File: src/rtl/apb_rr_master.sv
// rtl/apb_rr_master.sv - round-robin APB requester arbiter and master sequencer
// Grants one requester at a time onto a shared APB slave, with wait states and timeout abort.
module apb_rr_master #(
  parameter int NUM_REQ = 4,
  parameter int ADDR_W  = 32,
  parameter int DATA_W  = 32,
  parameter int TIMEOUT = 16
) (
  input  logic                      PCLK,
  input  logic                      PRESET,
  input  logic [NUM_REQ-1:0]        req_valid,
  input  logic [NUM_REQ-1:0]        req_write,
  input  logic [NUM_REQ*ADDR_W-1:0] req_addr,
  input  logic [NUM_REQ*DATA_W-1:0] req_wdata,
  output logic [NUM_REQ-1:0]        req_ready,
  output logic [NUM_REQ-1:0]        rsp_valid,
  output logic [DATA_W-1:0]         rsp_rdata,
  output logic                      rsp_err,
  output logic                      busy,
  output logic                      PSEL,
  output logic                      PENABLE,
  output logic [ADDR_W-1:0]         PADDR,
  output logic                      PWRITE,
  output logic [DATA_W-1:0]         PWDATA,
  input  logic                      PREADY,
  input  logic [DATA_W-1:0]         PRDATA,
  input  logic                      PSLVERR
);

  localparam int IW = $clog2(NUM_REQ);
  localparam int CW = (TIMEOUT > 1) ? $clog2(TIMEOUT) : 1;

  typedef enum logic [1:0] {IDLE, SETUP, ACCESS} state_t;

  state_t        state, state_d;
  logic [IW-1:0] rr_ptr, cur, win, cand, win_next;
  logic [CW-1:0] cnt;
  logic          any_req, accept, done, abort;

  // First valid requester at or after rr_ptr, wrapping.
  always_comb begin
    any_req = 1'b0;
    win     = '0;
    cand    = '0;
    for (int k = 0; k < NUM_REQ; k++) begin
      cand = IW'((int'(rr_ptr) + k) % NUM_REQ);
      if (!any_req && req_valid[cand]) begin
        any_req = 1'b1;
        win     = cand;
      end
    end
  end

  assign win_next = (win == IW'(NUM_REQ - 1)) ? '0 : win + 1'b1;

  always_comb begin
    state_d = state;
    accept  = 1'b0;
    done    = 1'b0;
    abort   = 1'b0;
    case (state)
      IDLE: begin
        if (any_req) begin
          accept  = 1'b1;
          state_d = SETUP;
        end
      end
      SETUP: state_d = ACCESS;
      ACCESS: begin
        if (PREADY) begin
          done = 1'b1;
          if (any_req) begin
            accept  = 1'b1;
            state_d = SETUP;
          end else begin
            state_d = IDLE;
          end
        end else if (TIMEOUT > 0 && cnt == CW'(TIMEOUT - 1)) begin
          abort   = 1'b1;
          state_d = IDLE;
        end
      end
      default: state_d = IDLE;
    endcase
  end

  assign req_ready = (accept && !PRESET) ? (NUM_REQ'(1) << win) : '0;
  assign busy      = (state != IDLE);

  always_ff @(posedge PCLK or posedge PRESET) begin
    if (PRESET) begin
      state     <= IDLE;
      rr_ptr    <= '0;
      cur       <= '0;
      cnt       <= '0;
      PSEL      <= 1'b0;
      PENABLE   <= 1'b0;
      PADDR     <= '0;
      PWRITE    <= 1'b0;
      PWDATA    <= '0;
      rsp_valid <= '0;
      rsp_rdata <= '0;
      rsp_err   <= 1'b0;
    end else begin
      state     <= state_d;
      rsp_valid <= '0;
      rsp_rdata <= '0;
      rsp_err   <= 1'b0;

      if (done) begin
        rsp_valid <= NUM_REQ'(1) << cur;
        rsp_rdata <= PWRITE ? '0 : PRDATA;
        rsp_err   <= PSLVERR;
      end else if (abort) begin
        rsp_valid <= NUM_REQ'(1) << cur;
        rsp_err   <= 1'b1;
      end

      // A completing transfer can hand the bus straight to the next winner.
      if (accept) begin
        cur     <= win;
        rr_ptr  <= win_next;
        PSEL    <= 1'b1;
        PENABLE <= 1'b0;
        PADDR   <= req_addr[win*ADDR_W +: ADDR_W];
        PWRITE  <= req_write[win];
        PWDATA  <= req_write[win] ? req_wdata[win*DATA_W +: DATA_W] : '0;
      end else if (done || abort) begin
        PSEL    <= 1'b0;
        PENABLE <= 1'b0;
        PWDATA  <= '0;
      end else if (state == SETUP) begin
        PENABLE <= 1'b1;
      end

      if (state == SETUP) begin
        cnt <= '0;
      end else if (state == ACCESS && !done && !abort && cnt != '1) begin
        cnt <= cnt + 1'b1;
      end
    end
  end

endmodule

File: config.mk
export PLATFORM = sky130hd
export DESIGN_NAME = apb_rr_master
export DESIGN_NICKNAME = d
export VERILOG_FILES = /design/src/rtl/apb_rr_master.sv
export SDC_FILE = /design/constraint.sdc
export NUM_CORES = 1
export LEC_CHECK = 0
export BUFFER_PORTS_ARGS = -buffer_cell sky130_fd_sc_hd__buf_2
export CORE_AREA = 2 2 161 163
export CTS_CLUSTER_SIZE = 16
export DETAILED_ROUTE_END_ITERATION = 8
export DIE_AREA = 0 0 163 165
export GPL_TIMING_DRIVEN = 0
export RECOVER_POWER = 50
export SYNTH_ARGS = -nofsm -noshare
export SYNTH_HDL_FRONTEND = slang
export SYNTH_SLANG_ARGS = --single-unit
File: constraint.sdc
create_clock -name PCLK -period 9.24 [get_ports PCLK]
set_input_delay 0.462 -clock PCLK [delete_from_list [all_inputs] [get_ports PCLK]]
set_output_delay 0.462 -clock PCLK [all_outputs]
set_load 0.02 [all_outputs]
## Word-level counts from Yosys, hierarchy flattened

Cells that the tools add are included.

| word-level totals | value |
|---|---|
| bits in registers | 114 |

| operators by class | value |
|---|---|
| eq/ne operators | 7 |
| order comparisons | 5 |
| reduce and logical (&&, ||, !) cells | 20 |
| muxes and demuxes | 49 |
| $add $sub $neg | 5 |
| shift-type cells | 4 |

Operator list:

| operator | count |
|---|---|
| $shiftx 128x8->32 | 2 |
| $mux 32 | 5 |
| $mux 1 | 24 |
| $mux 4 | 5 |
| $mux 2 | 8 |
| $lt 2x3->1 const B | 5 |
| $bmux 1 s2 | 5 |
| $shl 1x2->4 const A | 2 |
| $logic_and 1x1->1 | 7 |
| $logic_not 1->1 | 6 |
| $pmux 2 s3 | 1 |
| $reduce_bool 2->1 | 3 |
| $add 2x1->2 const B | 2 |
| $add 2x2->2 const B | 2 |
| $add 4x1->4 const B | 1 |
| $eq 2x2->1 const B | 2 |
| $eq 4x4->1 const B | 1 |
| $ne 4x4->1 const B | 1 |
| $ne 3x3->1 const B | 1 |
| $reduce_bool 3->1 | 1 |
| $eq 2x1->1 const B | 1 |
| $logic_not 2->1 | 1 |
| $ne 2x2->1 const B | 1 |
| $pmux 1 s2 | 1 |
| 2 further kinds | 2 |

## Logic depth before layout (Yosys ltp)

Gate-level depths: netlist of the first run.

| logic depth | value |
|---|---|
| depth in word-level cells | 17 |
| gate-level depth with buffers | 10 |
| gate-level depth less buffers | 7 |

## Least setup slack after synthesis of the first run

Ideal clock, no wire load.

| timing path | value |
|---|---|
| path type | input to output |
| start point | in PRESET |
| end point | out req_ready[1] |
| stages | 2 |
| required time | 8,778 ps |
| path slack | 5,356 ps |
| arrival | 3,422 ps |
| buffers on the path | 0 |
| cells stage by stage | inv_1 -> and3_1 |

| on the way | value |
|---|---|
| longest elaborated chain between the ends | 3 |

Ends and longest elaborated chain:

| element | RTL line | text |
|---|---|---|
| from (decl) | 10 | `input logic PRESET,` |
| $logic_not 1->1 (no source line) | -- |  |
| $logic_and 1x1->1 | 87 | `assign req_ready = (accept && !PRESET) ? (NUM_REQ'(1) << win) : '0;` |
| $mux 4 | 87 |  |
| to (decl) | 15 | `output logic [NUM_REQ-1:0] req_ready,` |

No other way between the ends.

## Worst setup path after layout of the first run

| timing path | value |
|---|---|
| start point | in PRESET |
| end point | out req_ready[3] |

Same word-level chain as after synthesis.

==> results.md, run 1 <==
* Period utilization at 40.8%
* Worst-path cell chain: buf_2, clkinvlp_2, buf_16, and3_1, buf_2
* Crit path largest cell delay at 1.45 ns
* Sequential fraction of the synthesis area at 45.7%
* Clk pwr share at 22.8%
* CP dominant cell by count: buf_2
* Most common cell in the netlist: nand2_1
* Wire per inst at 17.3 um
* Worst setup path category: in2out
* Number of synthesized flops with an enable pin at 0
* Critical Path End Type: primary output
* Routed WL at 26,600 um
* Post-CTS sizing at 0
* CP max-delay cell: clkinvlp_2
* Core area at 25,000 um^2
* Placer Congestion at 0.899
* Initial core utilization at between 20% and 30%
* Hold path cells at 2
* P_int at between 1500 and 2000 uW
* Die width at 163 um
* Synth Cell Area at ~6200 um^2
* CTS HTree Levels at 4
* Vias in the first global route at 6,908
* Clk slew on worst S/H paths at 0.06 ns
* Hold crit path type: in2reg
* GRT overflow at 0
* Layout area overhead at 48.1%
* Top cells by area, synth: dfrtp_1 (46%), nand2_1 (16%), nand3_1 (11%)
* First-pass GRT wire length at 38,600 um
* Post-DRT Antenna Nets at 0
* PwrDens at 312 nW/um^2
* Launch point of the worst reg-to-reg path: rr_ptr[1]
* Initial antenna violation count at 0
* Peak supply drop at 0.140 mV
* Synth Flop Type: dfrtp_1
* DR vias at 7,052
* R2R Setup Slk at 6.76 ns
* Dominant cell type by area after synthesis: dfrtp_1
* Async set or reset register ratio after synthesis at 100%
* TritonCTS clock tree: built
* Total I/O pin count at 409
* Skew final at 0.0131 ns
* FF-to-FF End: rr_ptr[1]
* Mapped Avg Cell Area at between 8 and 9 um^2
* Drc violations at 0
* Final setup fails at 0
* Fmax at 265 MHz
* Synth Warn # at 0
* RSZ-0062 raised after global routing: no
* Psw at 1280 uW
* Full die area at 26,900 um^2
* Worst slew margin at -31.5%
* Worst setup SP type: input pin
* Final Max Slew Viols at 41
* Measured slew at the worst slew-check pin at 1.96 ns
* Worst Hold Path EP: rsp_rdata[8]
* Port bufs at 408
* P_leak at approximately 0.0049 uW
* Failing checks: capacitance limit, slew limit
* Worst hold start: PRDATA[8]
* Diode count at 0
* Synth cell types at 38
* Nets@finish at between 1,000 and 1,500
* Row count at 58
* Mapped Nets at between 1,000 and 1,500
* Clk sink count at 114
* Seq pwr share at 26.1%
* Flop and latch count out of synthesis at 114
* Min cycle time layout at 3.77 ns
* Hpwl dp at between 20,000 and 25,000 um
* Via-per-instance ratio at 4.60
* Max-cap violations at 1
* Worst EP arrival at around 3.3 ns
* Post-CTS Setup Repair Bufs at 0
* Crit path required time at 8.78 ns
* Reg2Reg Depth at 9
* Cts bufs inserted at 17
* Area share of the largest cell type after synthesis at 45.7%
* Final setup TNS at 0 ns
* Final Hold Violating Endpoints at 0
* Status: complete, but fails checks
* Initial DRT Pass Iterations at 5
* Height of the die at 165 um
* Hold_ws at 0.256 ns
* DRT iter0 DRCs at 388
* Share of layout cells above drive strength 1 at 37.9%
* Clock Latency Late Sink at 0.41 ns
* Hold Buf Count CTS at 0
* CTS root buf: clkbuf_16
* Sw frac at between 40% and 50%
* Worst Path Max Fanout at 78
* Combinational share of power at 51.1%
* Synth Instances at 762
* Pin count of the biggest net entering global routing at 79
* All-layer global routing usage at around a fifth
* Top cells by count, synth: nand2_1 (264), nand3_1 (131), dfrtp_1 (114)
* CTS max path bufs at 2
[power groups by stage]
stage	Sequential, uW	Combinational (uW)	Clock [uW]
final	752	1470	658
after global routing	769	1610	703
after CTS	750	1510	679
after detailed placement	756	1500	0
after global placement	752	1500	0
after floorplan	918	789	0
[registers in the layout (all words and copies together) (netlist names)]
signal	flops
rsp_err	1
rsp_rdata	32
PWDATA	32
rsp_valid	4
state	2
PSEL	1
PWRITE	1
PADDR	32
PENABLE	1
cur	2
cnt	4
rr_ptr	2
[stage by stage]
stage	setup slack [ns]	utilization [%]	power [uW]	instances	instance area, um^2
after floorplan	5.36	-	1710	762	6240
after global placement	3.86	34.7	2250	1500	8700
after detailed placement	5.98	34.9	2260	1501	8730
after CTS	5.65	37.2	2940	1532	9310
after global routing	4.91	36.9	3090	1532	9250
final	5.47	36.9	2880	1532	9250
[routing by layer]
layer	vias to the layer above	GRT usage, %	share of wire, %
li1	3438	-	-
met1	3282	22.1	41
met2	307	35.4	51
met3	25	4.04	6.5
met4	0	5.55	1.7
met5	-	0	0
[layout by cell type (no fill, tap or decap), types with 2 or more instances in the layout]
cell type,n
and2_1,32
bufinv_16,2
inv_6,2
buf_2,395
a31o_2,12
clkinv_4,3
nand3_1,131
clkbuf_1,64
ha_1,5
a32o_1,32
mux2i_1,3
buf_6,5
nand2_1,264
and3_1,4
a31o_1,20
clkbuf_16,17
inv_1,4
mux2_2,2
o21a_1,2
nor2b_1,34
o21ai_0,4
nor2_1,9
nor3b_1,2
inv_2,2
or2_2,2
nand2b_1,3
clkinvlp_4,3
buf_4,2
buf_1,3
a21oi_1,8
dfrtp_1,114
nor3_1,2
[worst max-delay path by stage]
stage	slack, ns	start	endpoint	cells after the start
2_1_floorplan	5.36	PRESET	req_ready[1]	2
3_3_place_gp	3.86	PRESET	req_ready[3]	4
4_1_cts	5.65	state[1]	req_ready[3]	7
5_1_grt	4.91	PRESET	req_ready[3]	5
6_report	5.47	PRESET	req_ready[3]	5
3_5_place_dp	5.98	req_valid[0]	req_ready[3]	8
[cells by family after synthesis]
group | share of synthesized area, %
adders and majority gates | 1.00
buffers and inverters | 5.45
DFF | 45.7
AOI/OAI and AO/OA | 11.7
and+or+nand+nor | 35.3
muxes | 0.842
[final cells by class]
class | instances | area, um^2
Sequential cell | 114 | 2850
Buffer | 60 | 314
Timing Repair Buffer | 409 | 2010
Clock inverter | 11 | 131
Tap cell | 330 | 413
Multi-Input combinational cell | 581 | 3050
Clock buffer | 20 | 447
Fill cell | 2669 | 15800
Inverter | 7 | 27.5
[critical path: cells and delay by family]
family / cells / cell delay (ns)
buf+inv: 4 / 2.50
simple gates: 1 / 0.27
Note: power is estimated with default switching activity, not from simulation.
==> run 2: changes to the inputs <==
clock period = 3.1 ns   (was 9.24 ns; I/O delays follow)
==> run 2 against run 1 <==
Net effect:
- the run still ends with capacitance limit, slew limit left
- critical path depth grew 3
- sequential power grew to 3.0 times the previous value
- count of clock-buffer cells in the layout shrank 1
- die area is the same
- setup slack lost 5.3 ns
==> results.md, run 2 (synthesized netlist as in run 1, its figures left out) <==
* Dpl ws at 0.399 ns (was 5.98 ns)
* PwrDens at 901 nW/um^2 (was 312 nW/um^2)
* CTS HTree Levels at 4 (unchanged)
* Layout area overhead at 53.9% (was 48.1%)
* Worst Path Max Fanout at 11 (was 78)
* Clk slew on worst S/H paths at 0.06 ns (about the same)
* Peak supply drop at 0.412 mV (was 0.140 mV)
* P_leak at 0.00501 uW (was 0.00486 uW)
* Clock Latency Late Sink at 0.41 ns (about the same)
* Core area at 25,000 um^2 (unchanged)
* Fill cells at 2,668 (was 2,669)
* Placed cell areas at 8760 um^2 (was 8730 um^2)
* Critical Path End Type: primary output (unchanged)
* Diode count at 0 (unchanged)
* WP buf/inv at 3 (was 4)
* CP max-delay cell: dfrtp_1 (was clkinvlp_2)
* Cts bufs inserted at 17 (unchanged)
* Crit path max-delay family: buffers and inverters (unchanged)
* Min cycle time layout at between 2 and 3 ns
* Inst Count DP at 1,503 (was 1,501)
* Height of the die at 165 um (unchanged)
* Measured slew at the worst slew-check pin at 1.80 ns (was 1.96 ns)
* DRT iter0 DRCs at 367 (was 388)
* Final Hold Violating Endpoints at 0 (unchanged)
* Via-per-instance ratio at 4.64 (was 4.60)
* Clk sink count at 114 (unchanged)
* CTS max path bufs at 2 (unchanged)
* Initial antenna violation count at 1 (was 0)
* First-pass GRT wire length at 39,900 um (was 38,600 um)
* Commonest non-fill, non-tap cell in the layout: buf_2 (unchanged)
* Initial DRT Pass Iterations at 5 (unchanged)
* Cell area after layout at 9610 um^2 (was 9250 um^2)
* Drc violations at 0 (unchanged)
* Hold crit path type: in2reg (unchanged)
* Worst EP arrival at 2.75 ns (was 3.31 ns)
* Wire per inst at 17.2 um (was 17.3 um)
* Final Max Slew Viols at 40 (was 41)
* Final setup fails at 0 (unchanged)
* Hpwl dp at 21,200 um (was 20,700 um)
* Placer Congestion at 0.869 (was 0.899)
* RSZ-0062 raised after global routing: no (unchanged)
* Worst-path cell chain: a21oi_1, o21a_1, o22a_1, buf_2, buf_2, ha_1, and3_1, buf_2 (was buf_2, clkinvlp_2, buf_16, and3_1, buf_2)
* Crit path required time at 2.94 ns (was 8.78 ns)
* R2R Setup Slk at 0.56 ns (was 6.76 ns)
* Max-cap violations at 1 (unchanged)
* Crit path largest cell delay at 0.49 ns (was 1.45 ns)
* Nets@finish at 1,531 (was 1,495)
* Commonest non-fill, non-tap cells in the layout: buf_2 (387), nand2_1 (264), nand3_1 (131) (was buf_2 (395), nand2_1 (264), nand3_1 (131))
* Die width at 163 um (unchanged)
* Worst setup path category: reg2out (was in2out)
* Finished Layout Cells at 1,569 (was 1,532)
* Post-DRT Antenna Nets at 0 (unchanged)
* Status: complete, but fails checks (unchanged)
* Largest regs: PADDR: 32 flops, PWDATA: 32 flops, rsp_rdata: 32 flops (unchanged)
* Routed WL at 27,000 um (was 26,600 um)
* Fmax at 345 MHz
* Skew final at 0.00918 ns (was 0.0131 ns)
* TritonCTS clock tree: built (unchanged)
* Period utilization at 93.6%
* Worst setup SP type: flip-flop (was input pin)
* Final worst slack at 0.198 ns (was 5.47 ns)
* Share of layout cells above drive strength 1 at 36.5% (was 37.9%)
* All-layer global routing usage at 19.6% (was 19.1%)
* Failing checks: capacitance limit, slew limit (unchanged)
* Full die area at 26,900 um^2 (unchanged)
* Total I/O pin count at 409 (unchanged)
* Pin count of the biggest net entering global routing at 41 (was 79)
* Row count at 58 (unchanged)
* CTS root buf: clkbuf_16 (unchanged)
* CP dominant cell by count: buf_2 (unchanged)
* Initial core utilization at 24.9% (unchanged)
* Worst slew margin at -20.3% (was -31.5%)
* Port bufs at 408 (unchanged)
* GRT overflow at 0 (unchanged)
* Vias in the first global route at 7,257 (was 6,908)
* DR vias at 7,278 (was 7,052)
## run 2: cell count changes in the layout (fill, tap and decap cells not counted), moves of 2 or more
| cell | change |
|---|---|
| buf_2 | -8 |
| clkbuf_1 | +5 |
| clkinv_2 | +2 |
| clkinv_4 | -2 |
| buf_12 | +2 |
| inv_6 | +4 |
| dlygate4sd3_1 | +34 |
## run 2: tightest hold or removal path, delay by kind of cell
| family | cells | cell delay [ns] |
|---|---|---|
| buffers and inverters | 1 | 0.14 |
| AO/OA/AOI/OAI | 1 | 0.07 |
| AND/OR/NAND/NOR | 1 | 0.08 |
## run 2: where the power goes
part           switching [uW]  internal (uW)  total [uW]
Combinational            2840           1620        4460
Sequential                294           1970        2270
Clock                     776           1160        1930
## run 2: per-layer routing
layer	share of wire [%]	up-vias	global-route usage, %	wire [um]
met5	0	-	0	0
met4	2.9	0	8.05	779
met3	7.2	42	4.60	1940
met2	50	358	34.8	13500
met1	40	3367	22.7	10800
li1	-	3511	-	-
## run 2: repair_timing
item                                   in CTS  in global routing
gates resized for setup                     1                  0
setup endpoints to repair                   4                  1
endpoints found under the hold margin      73                  0
pin swaps                                   0                  1
hold buffers                               34                  0
buffers inserted                            0                  1
## run 2: final timing paths
kind,startpoint,endpoint,cells past startpoint
worst max-delay path,rr_ptr[1],req_ready[3],8
worst min-delay path,PREADY,rsp_err,3
worst max register to register,rr_ptr[1],rr_ptr[1],7
worst min register to register,cur[1],rsp_valid[1],1
max in group asynchronous,PRESET,PADDR[29],5
min in group asynchronous,PRESET,PWDATA[19],3
## run 2: area by class of cell
cell class | count | area, um^2 | share of cell area [%]
Multi-Input combinational cell | 581 | 3060 | 31.8
Sequential cell | 114 | 2850 | 29.7
Timing Repair Buffer | 446 | 2370 | 24.7
Clock buffer | 19 | 453 | 4.71
Tap cell | 330 | 413 | 4.30
Buffer | 59 | 309 | 3.22
Clock inverter | 13 | 121 | 1.26
Inverter | 7 | 27.5 | 0.287
## run 2: per-stage QoR
step	setup TNS, ns	util [%]	total power [uW]	hold slack [ns]
2_1_floorplan	0	-	5090	0.284
3_3_place_gp	-2.38	34.8	6740	0.361
3_5_place_dp	0	35.0	6800	0.0434
4_1_cts	0	38.7	8840	0.0593
5_1_grt	0	38.4	9250	0.0892
6_report	0	38.4	8660	0.0810
